### src/rtl/friction_decay.sv
// Geometric friction on a 3D signed velocity: v <= v - (v >>> SHIFT) per tick,
// with a snap to zero once every component is inside +/-2^TOL, or after MAX_STEPS ticks.
module friction_decay #(
  parameter  int WIDTH     = 32,
  parameter  int TOL       = 10,
  parameter  int SHIFT     = 4,
  parameter  int MAX_STEPS = 1023,
  localparam int CW        = $clog2(MAX_STEPS + 1)
) (
  input  logic                    clk,
  input  logic                    rst,
  input  logic                    start_valid,
  output logic                    start_ready,
  input  logic signed [WIDTH-1:0] vx_in,
  input  logic signed [WIDTH-1:0] vy_in,
  input  logic signed [WIDTH-1:0] vz_in,
  input  logic                    step,
  input  logic                    abort,
  output logic signed [WIDTH-1:0] vx,
  output logic signed [WIDTH-1:0] vy,
  output logic signed [WIDTH-1:0] vz,
  output logic                    busy,
  output logic                    stopped,
  output logic                    timeout,
  output logic [CW-1:0]           step_count
);

  typedef enum logic [1:0] {
    IDLE  = 2'd0,
    DECAY = 2'd1,
    DONE  = 2'd2
  } state_t;

  localparam logic signed [WIDTH-1:0] HI = WIDTH'(2 ** TOL);
  localparam logic signed [WIDTH-1:0] LO = -HI;

  state_t state, state_next;

  logic          load;
  logic          snap;
  logic          force_stop;
  logic          decay;
  logic          advance;
  logic          near;
  logic [CW-1:0] count_inc;

  function automatic logic in_window(input logic signed [WIDTH-1:0] v);
    return (v >= LO) && (v <= HI);
  endfunction

  // Subtracting v >>> SHIFT keeps the sign and cannot overflow, even at the most negative value.
  function automatic logic signed [WIDTH-1:0] damp(input logic signed [WIDTH-1:0] v);
    return v - (v >>> SHIFT);
  endfunction

  assign near      = in_window(vx) && in_window(vy) && in_window(vz);
  assign count_inc = step_count + CW'(1);

  always_comb begin
    state_next  = state;
    load        = 1'b0;
    snap        = 1'b0;
    force_stop  = 1'b0;
    decay       = 1'b0;
    advance     = 1'b0;
    start_ready = 1'b0;
    busy        = 1'b0;
    stopped     = 1'b0;
    case (state)
      IDLE: begin
        start_ready = 1'b1;
        if (start_valid) begin
          load       = 1'b1;
          state_next = DECAY;
        end
      end
      DECAY: begin
        busy = 1'b1;
        if (abort) begin
          state_next = IDLE;
        end else if (step) begin
          advance = 1'b1;
          if (near) begin
            snap       = 1'b1;
            state_next = DONE;
          end else if (count_inc == CW'(MAX_STEPS)) begin
            snap       = 1'b1;
            force_stop = 1'b1;
            state_next = DONE;
          end else begin
            decay = 1'b1;
          end
        end
      end
      DONE: begin
        stopped    = 1'b1;
        state_next = IDLE;
      end
      default: state_next = IDLE;
    endcase
  end

  always_ff @(posedge clk or posedge rst) begin
    if (rst) begin
      state <= IDLE;
    end else begin
      state <= state_next;
    end
  end

  always_ff @(posedge clk or posedge rst) begin
    if (rst) begin
      vx         <= '0;
      vy         <= '0;
      vz         <= '0;
      timeout    <= 1'b0;
      step_count <= '0;
    end else begin
      if (load) begin
        vx         <= vx_in;
        vy         <= vy_in;
        vz         <= vz_in;
        timeout    <= 1'b0;
        step_count <= '0;
      end else begin
        if (snap) begin
          vx <= '0;
          vy <= '0;
          vz <= '0;
        end else if (decay) begin
          vx <= damp(vx);
          vy <= damp(vy);
          vz <= damp(vz);
        end
        if (force_stop) begin
          timeout <= 1'b1;
        end
        if (advance) begin
          step_count <= count_inc;
        end
      end
    end
  end

endmodule

### config.mk
export PLATFORM = sky130hd
export DESIGN_NAME = friction_decay
export DESIGN_NICKNAME = d
export VERILOG_FILES = /design/src/rtl/friction_decay.sv
export SDC_FILE = /design/constraint.sdc
export NUM_CORES = 1
export LEC_CHECK = 0
export CORE_MARGIN = 5
export CORE_UTILIZATION = 48
export DETAILED_ROUTE_END_ITERATION = 10
export PLACE_DENSITY = 0.78
export SLEW_MARGIN = 20
export SYNTH_ARGS = -nofsm -noshare
export SYNTH_HDL_FRONTEND = slang
export SYNTH_SLANG_ARGS = --single-unit
### constraint.sdc
create_clock -name clk -period 3.28 [get_ports clk]
set_input_delay 0.656 -clock clk [delete_from_list [all_inputs] [get_ports clk]]
set_output_delay 0.656 -clock clk [all_outputs]
set_load 0.02 [all_outputs]
After elaboration in Yosys (flattened, before gate mapping)
Cells that the tools add are included.
{ "word_totals": {"ff_bits": 109, "in_bits": 101, "out_inout_bits": 110} }
{ "classes": {"n_addsub": 4, "n_lt_le_gt_ge": 6, "eq_ne": 6, "muxes": 41, "reduce_logical": 10} }
{ "op_table": {"columns": ["operator", "count"], "rows": [
  ["2-to-1 mux 32 bit", 9],
  [">= comparator 32 x 11 -> 1 bit (second input constant)", 3],
  ["<= comparator 32 x 12 -> 1 bit (second input constant)", 3],
  ["subtractor 32 x 28 -> 32 bit", 3],
  ["2-to-1 mux 1 bit", 24],
  ["2-to-1 mux 10 bit", 2],
  ["adder 10 x 1 -> 10 bit (second input constant)", 1],
  ["== test 10 bit (second input constant)", 1],
  ["2-to-1 mux 2 bit", 5],
  ["logical AND 1 bit", 5],
  ["inequality test 4 bit (second input constant)", 1],
  ["one-hot mux 2 bit (2 select lines)", 1],
  ["nonzero test 2 bit", 2],
  ["inequality test 3 bit (second input constant)", 1],
  ["AND reduction 3 bit", 1],
  ["nonzero test 3 bit", 1],
  ["== test 2 x 1 -> 1 bit (second input constant)", 1],
  ["== test 2 bit (second input constant)", 1],
  ["logical NOT 2 bit", 1],
  ["inequality test 2 bit (second input constant)", 1]
]} }

Longest topological paths before layout
Gate-level depths: netlist of run 1.
{ "logic_depth": {"depth_word": 11, "ltp_mapped": 14, "ltp_nobuf": 14} }

Worst setup path before layout of run 1
No wires, ideal clock.
{ "synth_path": {"path_kind": "register to register", "start": "register vx[0]", "end": "register vx[28]", "setup_time_ps": 126, "arrival_time_ps": 3131, "required_time_ps": 3154, "setup_slack_ps": 23, "stages_incl_launch_ff": 15, "n_path_buf": 0, "cell_sequence": "dfrtp_1 inv_1 ha_1 inv_1 fa_1 a211oi_1 nor2_1 a2111oi_4 o31ai_2 and3_4 a311oi_4 o21ai_2 nor3b_2 a2111oi_0 a221o_1"} }
{ "synth_via": {"elab_chain_len": 10, "word_cells_on_any_way": 18, "classes_between": "add/sub (1); order compare (2); mux (11); reduce/logical (4)"} }
{ "synth_rtl": {"columns": ["element", "line_no", "text"], "rows": [
  ["start: declaration", "19", "output logic signed [WIDTH-1:0] vx,"],
  ["start signal: assignment", "120", "vx <= vx_in;"],
  ["start signal: assignment", "131", "vx <= damp(vx);"],
  [">= comparator 32 x 11 -> 1 bit / <= comparator 32 x 12 -> 1 bit (equally long branches)", "48", "return (v >= LO) && (v <= HI);"],
  ["logical AND 1 bit", "48", null],
  ["logical AND 1 bit (2 in a row)", "56", "assign near = in_window(vx) && in_window(vy) && in_window(vz);"],
  ["2-to-1 mux 1 bit", "83", "if (near) begin"],
  ["2-to-1 mux 1 bit", "81", "end else if (step) begin"],
  ["2-to-1 mux 1 bit", "79", "if (abort) begin"],
  ["2-to-1 mux 1 bit", "69", "case (state)"],
  ["2-to-1 mux 32 bit", "126", "if (snap) begin"],
  ["2-to-1 mux 32 bit", "119", "if (load) begin"]
]} }
Parallel ways exist; a longest one is shown, timed or not. The select of a mux whose other input is x is not followed.
A chain may end at the register's enable or synchronous reset.

Worst setup path after layout of run 1
{ "layout_path": {"start": "register vy[0]", "end": "register vy[30]"} }
{ "layout_via": {"elab_chain_len": 10, "word_cells_on_any_way": 18, "classes_between": "add/sub (1); order compare (2); mux (11); reduce/logical (4)"} }
{ "layout_rtl": {"columns": ["element", "line_no", "text"], "rows": [
  ["start: declaration", "20", "output logic signed [WIDTH-1:0] vy,"],
  ["start signal: assignment", "121", "vy <= vy_in;"],
  ["start signal: assignment", "132", "vy <= damp(vy);"],
  [">= comparator 32 x 11 -> 1 bit / <= comparator 32 x 12 -> 1 bit (equally long branches)", "48", null],
  ["logical AND 1 bit", "48", null],
  ["logical AND 1 bit (2 in a row)", "56", null],
  ["2-to-1 mux 1 bit", "83", null],
  ["2-to-1 mux 1 bit", "81", null],
  ["2-to-1 mux 1 bit", "79", null],
  ["2-to-1 mux 1 bit", "69", null],
  ["2-to-1 mux 32 bit", "126", null],
  ["2-to-1 mux 32 bit", "119", null]
]} }
Parallel ways exist; a longest one is shown, timed or not. The select of a mux whose other input is x is not followed.

==> results of run 1 <==
cell usage after synthesis, types with 12 or more instances:
cell type	number
a21o_1	41
nand4_1	25
o21a_1	17
nor4_1	25
o31ai_1	12
xnor2_1	35
a21oi_1	110
clkbuf_1	40
nand2_1	73
a211oi_1	16
a22oi_1	53
nand3_1	26
ha_1	104
o21ai_0	123
nor2_1	68
dfrtp_1	109
xor2_1	43
inv_1	108
nor2b_1	12
nor3_1	39
layout by cell type, fill, tap and decap left out, drive strengths merged, types with 26 or more instances in the layout:
master,netlist,final
nor2,68,68
dfrtp,109,109
xnor2,35,35
a22oi,53,53
clkdlybuf4s50,0,210
o21ai,129,129
nor3,39,39
inv,108,107
a21oi,110,110
xor2,43,43
a21o,44,44
buf,5,53
ha,104,104
nand2,73,73
nand3,26,26
critical path, stage by stage, from the launching register on:
cell and delay, ns:
dfrtp_1 0.39, inv_1 0.06, ha_2 0.18, inv_2 0.04
fa_2 0.36, a211oi_2 0.26, or4b_4 0.19, a41oi_4 0.09
a221o_2 0.43, a221oi_4 0.36, o31ai_2 0.11, o2111ai_1 0.22
o2bb2ai_1 0.16, xnor2_1 0.13, o21ai_1 0.07
what timing repair did:
item	CTS	global route
gates resized for setup	0	22
setup buffers	1	3
setup endpoints to repair	2	22
pin swaps	1	18
hold buffers	0	0
layout make-up:
cell class | count | area [um^2]
Clock buffer | 12 | 267
Fill cell | 1759 | 7220
Tap cell | 270 | 338
Timing Repair Buffer | 263 | 2550
Sequential cell | 109 | 2730
Clock inverter | 3 | 67.6
Inverter | 108 | 409
Multi-Input combinational cell | 955 | 6720
cells by family after synthesis:
| group | count (synthesis) | synth area share |
|---|---|---|
| muxes | 1 | 0.00101 |
| xor gates and xnor gates | 78 | 0.0687 |
| buffers and inverters | 155 | 0.0593 |
| DFF | 109 | 0.274 |
| AOI/OAI and AO/OA | 459 | 0.305 |
| adders and majority gates | 107 | 0.137 |
| and+or+nand+nor | 310 | 0.155 |
per-stage QoR:
stage | TNS (ns) | cell area, um^2 | utilization | setup WS [ns] | std cells
after floorplan | 0 | 9950 | - | 0.0231 | 1219
after global placement | 0 | 12600 | 0.623 | 0.0405 | 1701
after detailed placement | -0.00358 | 12600 | 0.623 | -0.00358 | 1701
after CTS | 0 | 13000 | 0.639 | 0.00321 | 1717
after global routing | -0.244 | 13100 | 0.644 | -0.0672 | 1720
final | 0 | 13100 | 0.644 | 0.105 | 1720
routing by layer:
layer  global-route usage  vias to the layer above
met5                    0                        -
met4               0.0736                        0
met3               0.0354                       55
met2                0.445                      383
met1                0.361                     5008
li1                     -                     4962
registers in the layout, indices dropped and copies added, names as in the netlist:
signal,cells
vx,32
timeout,1
vz,32
vy,32
state,2
step_count,10
how the worst max path moves through the flow:
stage	from	endpoint	slack, ns	depth (start not counted)
finish	vy[0]	vy[30]	0.10	14
detailed placement	vy[0]	vy[28]	-0.004	14
floorplan	vx[0]	vx[28]	0.02	14
CTS	vx[0]	vx[28]	0.003	14
global placement	vy[0]	vy[30]	0.04	14
global route	vx[0]	vx[28]	-0.07	14
power groups by stage:
stage          clock, W  sequential, W  combinational, W
4_1_cts         0.00129        0.00281            0.0132
3_5_place_dp          0        0.00282            0.0130
2_1_floorplan         0        0.00335           0.00844
3_3_place_gp          0        0.00281            0.0128
6_report        0.00128        0.00284            0.0135
5_1_grt         0.00134        0.00293            0.0148
==> metrics.md, run 1 <==
| Metric | Value |
|---|---|
| Via count | `about 10000` |
| Initial core utilization | `0.490` |
| CTS root buf | `clkbuf_16` |
| Final layout net count | `1654` |
| CTS Buf Count | `9` |
| Gpl congestion | `0.952` |
| DRC viols | `0` |
| Die Footprint | `23700 um^2` |
| Met1 Wirelength | `14500 um` |
| Vias in the first global route | `10100` |
| Combinational share of power | `0.767` |
| Mapped Nets | `roughly 1400` |
| Internal power | `0.00875 W` |
| Warnings from Yosys | `0` |
| Max_cap viols | `0` |
| Post-route minimum period | `3.18 ns` |
| H-tree Lvls | `3` |
| R2R setup slack | `0.10 ns` |
| Yosys top cell by area | `dfrtp_1` |
| Pwr dens | `1350 nW/um^2` |
| Syn Area/Cell | `8.16 um^2` |
| Port-buffer cells | `210` |
| Drt pass-1 iters | `5` |
| Vias per Instance | `6.05` |
| CP Max Fanout | `3` |
| Peak VDD IR | `0.000726 V` |
| Final hold viol count | `0` |
| Drt total wl | `32700 um` |
| Switching share of power | `0.504` |
| Ant diodes | `0` |
| Drt wl/cell | `19.0 um` |
| Cell variety after synth | `75` |
| I/O pin count | `around 210` |
| First-pass GRT wire length | `52400 um` |
| Met2 WL | `15400 um` |
| Worst min path class | `reg -> reg` |
| CTS tree | `done` |
| Req. time, crit path | `3.53 ns` |
| Fin crit share | `0.968` |
| Final Skew | `around 0.011 ns` |
| GRT Total Usage | `0.266` |
| Detailed placement HPWL | `24100 um` |
| DIE HEIGHT | `154 um` |
| Clock sink count | `109` |
| Worst slew margin | `0.322` |
| NetSw | `0.00889 W` |
| Main flop type after synthesis | `dfrtp_1` |
| Fmax | `between 300 and 400 MHz` |
| Category of the most critical setup path | `reg -> reg` |
| RSZ-0062 raised after global routing | `true` |
| CP arrival | `3.42 ns` |
| Post-synthesis sequential area ratio | `0.274` |
| Pin count of the biggest net entering global routing | `140` |
| Die width | `154 um` |
| Max layer used | `met4` |
| Synth Cell Area | `9950 um^2` |
| Gr ovfl total | `0` |
| Clock slew at reported path FFs | `0.08 ns` |
| Reg-to-reg endpoint | `vy[30]` |
| Post-synth ARST share | `1.00` |
| Syn Inst Count | `around 1200` |
| Post-DRT Antenna Nets | `0` |
| Synth Register Bits | `109` |
| CP startpoint kind | `flip-flop` |
| Core area | `~20000 um^2` |
| Max Buffers Root-to-Sink | `2` |
| WHS Endpoint | `timeout` |
| Sequential Power Share | `0.161` |
| Hold Startpoint | `timeout` |
| Main area contributors after synthesis | `dfrtp_1 27%, ha_1 13%, o21ai_0 6.2%` |
| Setup violations, final | `0` |
| Hold Path Cell Cnt | `2` |
| Total power | `0.0176 W` |
| Worst-Skew Late Latency | `0.37 ns` |
| Measured slew at the worst slew-check pin | `1.01 ns` |
| Register-to-Register Path Depth | `14` |
| Initial antenna violation count | `0` |
| Proportion of netlist area held by the largest area contributor | `0.274` |
| Clock share of power | `0.072` |
| Rows | `52` |
| Synth-to-layout area growth | `31.5%` |
| Post-synth EDFFs | `0` |
| Worst Setup End Kind | `flip-flop` |
| Leak | `5.79 nW` |
| Share of layout cells above drive strength 1 | `0.0807` |
| Worst hold slack | `0.528 ns` |
| Iteration-0 DRC Markers | `a little under 800` |
| Met3 wire len | `2020 um` |
| Status | `finished clean` |
| R2r startpoint | `vy[0]` |
| Max Slew Vio Count | `0` |
(Power assumes the default switching activity.)
==> run 2, diff against run 1 <==
--- a/config.mk
+++ b/config.mk
@@ -7,8 +7,10 @@
 export LEC_CHECK = 0
 export CORE_MARGIN = 5
 export CORE_UTILIZATION = 48
+export CTS_CLUSTER_DIAMETER = 80
 export DETAILED_ROUTE_END_ITERATION = 10
 export PLACE_DENSITY = 0.78
+export RECOVER_POWER = 25
 export SLEW_MARGIN = 20
 export SYNTH_ARGS = -nofsm -noshare
 export SYNTH_HDL_FRONTEND = slang
==> metrics.md, run 2 (synthesis gave the netlist of run 1 again) <==
| Metric | Value |
|---|---|
| Status | `finished, violations left` |
| Failing checks | `capacitance limit, slew limit` |
| Drt total wl | `32600 um (-0.26%)` |
| CP Launch Point | `vy[0]` |
| Die width | `154 um (unchanged)` |
| Leak | `5.79 nW (about the same)` |
| Biggest regs | `vx: 32 flops, vy: 32 flops, vz: 32 flops` |
| DIE HEIGHT | `154 um (unchanged)` |
| Hold Buf Count CTS | `0 (unchanged)` |
| Post-route minimum period | `3.16 ns (-0.0106 ns)` |
| I/O pin count | `211 (unchanged)` |
| Gr ovfl total | `0 (unchanged)` |
| Initial antenna violation count | `0 (unchanged)` |
| Max layer used | `met4` |
| H-tree Lvls | `3 (unchanged)` |
| Slowest stage cell, crit path | `a221o_2` |
| Worst Setup End Kind | `flip-flop` |
| Fin crit share | `0.965 (-0.00323)` |
| Internal power | `0.00875 W (about the same)` |
| Setup violations, final | `0 (unchanged)` |
| NetSw | `0.00889 W (about the same)` |
| Most common cell after layout, fill and taps aside | `clkdlybuf4s50_1` |
| Cells after DPL | `1701 (unchanged)` |
| Cell family with most CP delay | `compound AO/OA/AOI/OAI gates` |
| Setup tns final | `0 ns (unchanged)` |
| Sequential Power Share | `0.161 (about the same)` |
| Met2 WL | `15400 um (-0.45%)` |
| GRT Total Usage | `0.266 (unchanged)` |
| Max Slew Vio Count | `110 (+110)` |
| Core area | `20300 um^2 (unchanged)` |
| Vias in the first global route | `10100 (unchanged)` |
| Crit-path max cell delay | `0.43 ns (about the same)` |
| Switching share of power | `0.504 (about the same)` |
| Worst path cell trace | `inv_1 -> ha_2 -> inv_2 -> fa_2 -> a211oi_2 -> or4b_4 -> a41oi_4 -> a221o_2 -> a221oi_4 -> o31ai_2 -> o2111ai_1 -> o2bb2ai_1 -> xnor2_1 -> o21ai_1` |
| Clock slew at reported path FFs | `0.08 ns (about the same)` |
| Category of the most critical setup path | `reg -> reg` |
| Clock share of power | `0.073 (about the same)` |
| Reg-to-reg endpoint | `vy[30]` |
| Detailed placement HPWL | `24100 um (unchanged)` |
| Gpl congestion | `0.952 (unchanged)` |
| Initial core utilization | `0.490 (unchanged)` |
| Pin count of the biggest net entering global routing | `140 (unchanged)` |
| RSZ-0062 raised after global routing | `true` |
| Final hold viol count | `0 (unchanged)` |
| CTS tree | `done` |
| Fmax | `316 MHz (+0.33%)` |
| R2R setup slack | `0.12 ns (about the same)` |
| Worst hold slack | `0.520 ns (-0.00789 ns)` |
| Measured slew at the worst slew-check pin | `1.59 ns (+0.577 ns)` |
| Setup crit end | `vy[30]` |
| R2r startpoint | `vy[0]` |
| Iteration-0 DRC Markers | `801 (+3.8%)` |
| Die Footprint | `23700 um^2 (unchanged)` |
| Worst min path class | `reg -> reg` |
| CTS Buf Count | `9 (unchanged)` |
| Most frequent cells in the layout | `209 x clkdlybuf4s50_1, 121 x o21ai_0, 109 x a21oi_1` |
| Crit. path cell count | `14 (unchanged)` |
| Final Non-Filler Cells | `1720 (unchanged)` |
| DRC viols | `0 (unchanged)` |
| CP startpoint kind | `flip-flop` |
| Final layout net count | `1654 (unchanged)` |
| Max Buffers Root-to-Sink | `2 (unchanged)` |
| Synth-to-layout area growth | `31.4% (about the same)` |
| Share of layout cells above drive strength 1 | `0.0807 (unchanged)` |
| Peak VDD IR | `0.000726 V (about the same)` |
| Clock sink count | `109 (unchanged)` |
| CP arrival | `3.41 ns (about the same)` |
| Bufs and invs on worst path | `2 (unchanged)` |
| Combinational share of power | `0.766 (about the same)` |
| Worst slew margin | `-0.0608 (-0.383)` |
| Met3 wire len | `2100 um (+3.9%)` |
| Drt pass-1 iters | `7 (+2)` |
| Req. time, crit path | `3.53 ns (about the same)` |
| Register-to-Register Path Depth | `14 (unchanged)` |
| First-pass GRT wire length | `52400 um (unchanged)` |
| CTS root buf | `clkbuf_16` |
| Ant diodes | `0 (unchanged)` |
| Post-DRT Antenna Nets | `0 (unchanged)` |
| Met1 Wirelength | `14400 um (-0.78%)` |
| Max_cap viols | `1 (+1)` |
| CP Max Fanout | `3 (unchanged)` |
| Final Skew | `0.00880 ns (-0.00234 ns)` |
| Pwr dens | `1350 nW/um^2 (about the same)` |
| Vias per Instance | `6.05 (about the same)` |
| Hold Path Cell Cnt | `2 (unchanged)` |
| Drt wl/cell | `18.9 um (-0.26%)` |
| Rows | `52 (unchanged)` |
| Via count | `10400 (+0.0096%)` |
| Worst-Skew Late Latency | `0.37 ns (about the same)` |
| Port-buffer cells | `210 (unchanged)` |
[run 2: what timing repair did]
action / 4_1_cts / 5_1_grt
setup buffers: 1 / 3
resized for setup: 0 / 22
gates cloned: 0 / 0
pin swaps: 1 / 18
hold endpoints to repair: 0 / 0
endpoints found under the setup margin: 2 / 22
[run 2: metal layers]
layer  up-vias  track usage
met1      4985        0.361
met2       399        0.445
met3        55       0.0354
li1       4970            -
met4         0       0.0736
met5         -            0
[run 2: through the flow]
step,util,total power [W],cell area (um^2),setup WS (ns)
floorplan,-,0.0118,9950,0.0231
finish,0.644,0.0176,13100,0.115
detailed placement,0.623,0.0159,12600,-0.00358
global route,0.644,0.0191,13100,-0.0672
CTS,0.639,0.0173,13000,0.00321
global placement,0.623,0.0156,12600,0.0405
[run 2: power groups by stage]
stage	sequential (W)	combinational (W)	clock (W)
final	0.00284	0.0135	0.00128
after CTS	0.00281	0.0132	0.00129
after global routing	0.00293	0.0148	0.00134
after global placement	0.00281	0.0128	0
after floorplan	0.00335	0.00844	0
after detailed placement	0.00282	0.0130	0
[run 2: cell type report]
cell class / count / area (um^2)
Multi-Input combinational cell: 955 / 6720
Clock inverter: 3 / 67.6
Sequential cell: 109 / 2730
Fill cell: 1761 / 7230
Clock buffer: 12 / 267
Timing Repair Buffer: 263 / 2540
Inverter: 108 / 409
Tap cell: 270 / 338
[run 2: how the worst min path moves through the flow]
stage	start	to	slack (ns)
global placement	timeout	timeout	0.49
finish	timeout	timeout	0.52
detailed placement	timeout	timeout	0.51
floorplan	timeout	timeout	0.59
CTS	timeout	timeout	0.53
global route	timeout	timeout	0.56
[run 2: worst register-to-register path, stage by stage (launching register included)]
cell and delay [ns]:
dfrtp_1 0.39, inv_1 0.06, ha_2 0.18, inv_2 0.04, fa_2 0.36, a211oi_2 0.26, or4b_4 0.19, a41oi_4 0.10
a221o_2 0.43, a221oi_4 0.36, o31ai_2 0.10, o2111ai_1 0.22, o2bb2ai_1 0.16, xnor2_1 0.13, o21ai_1 0.07
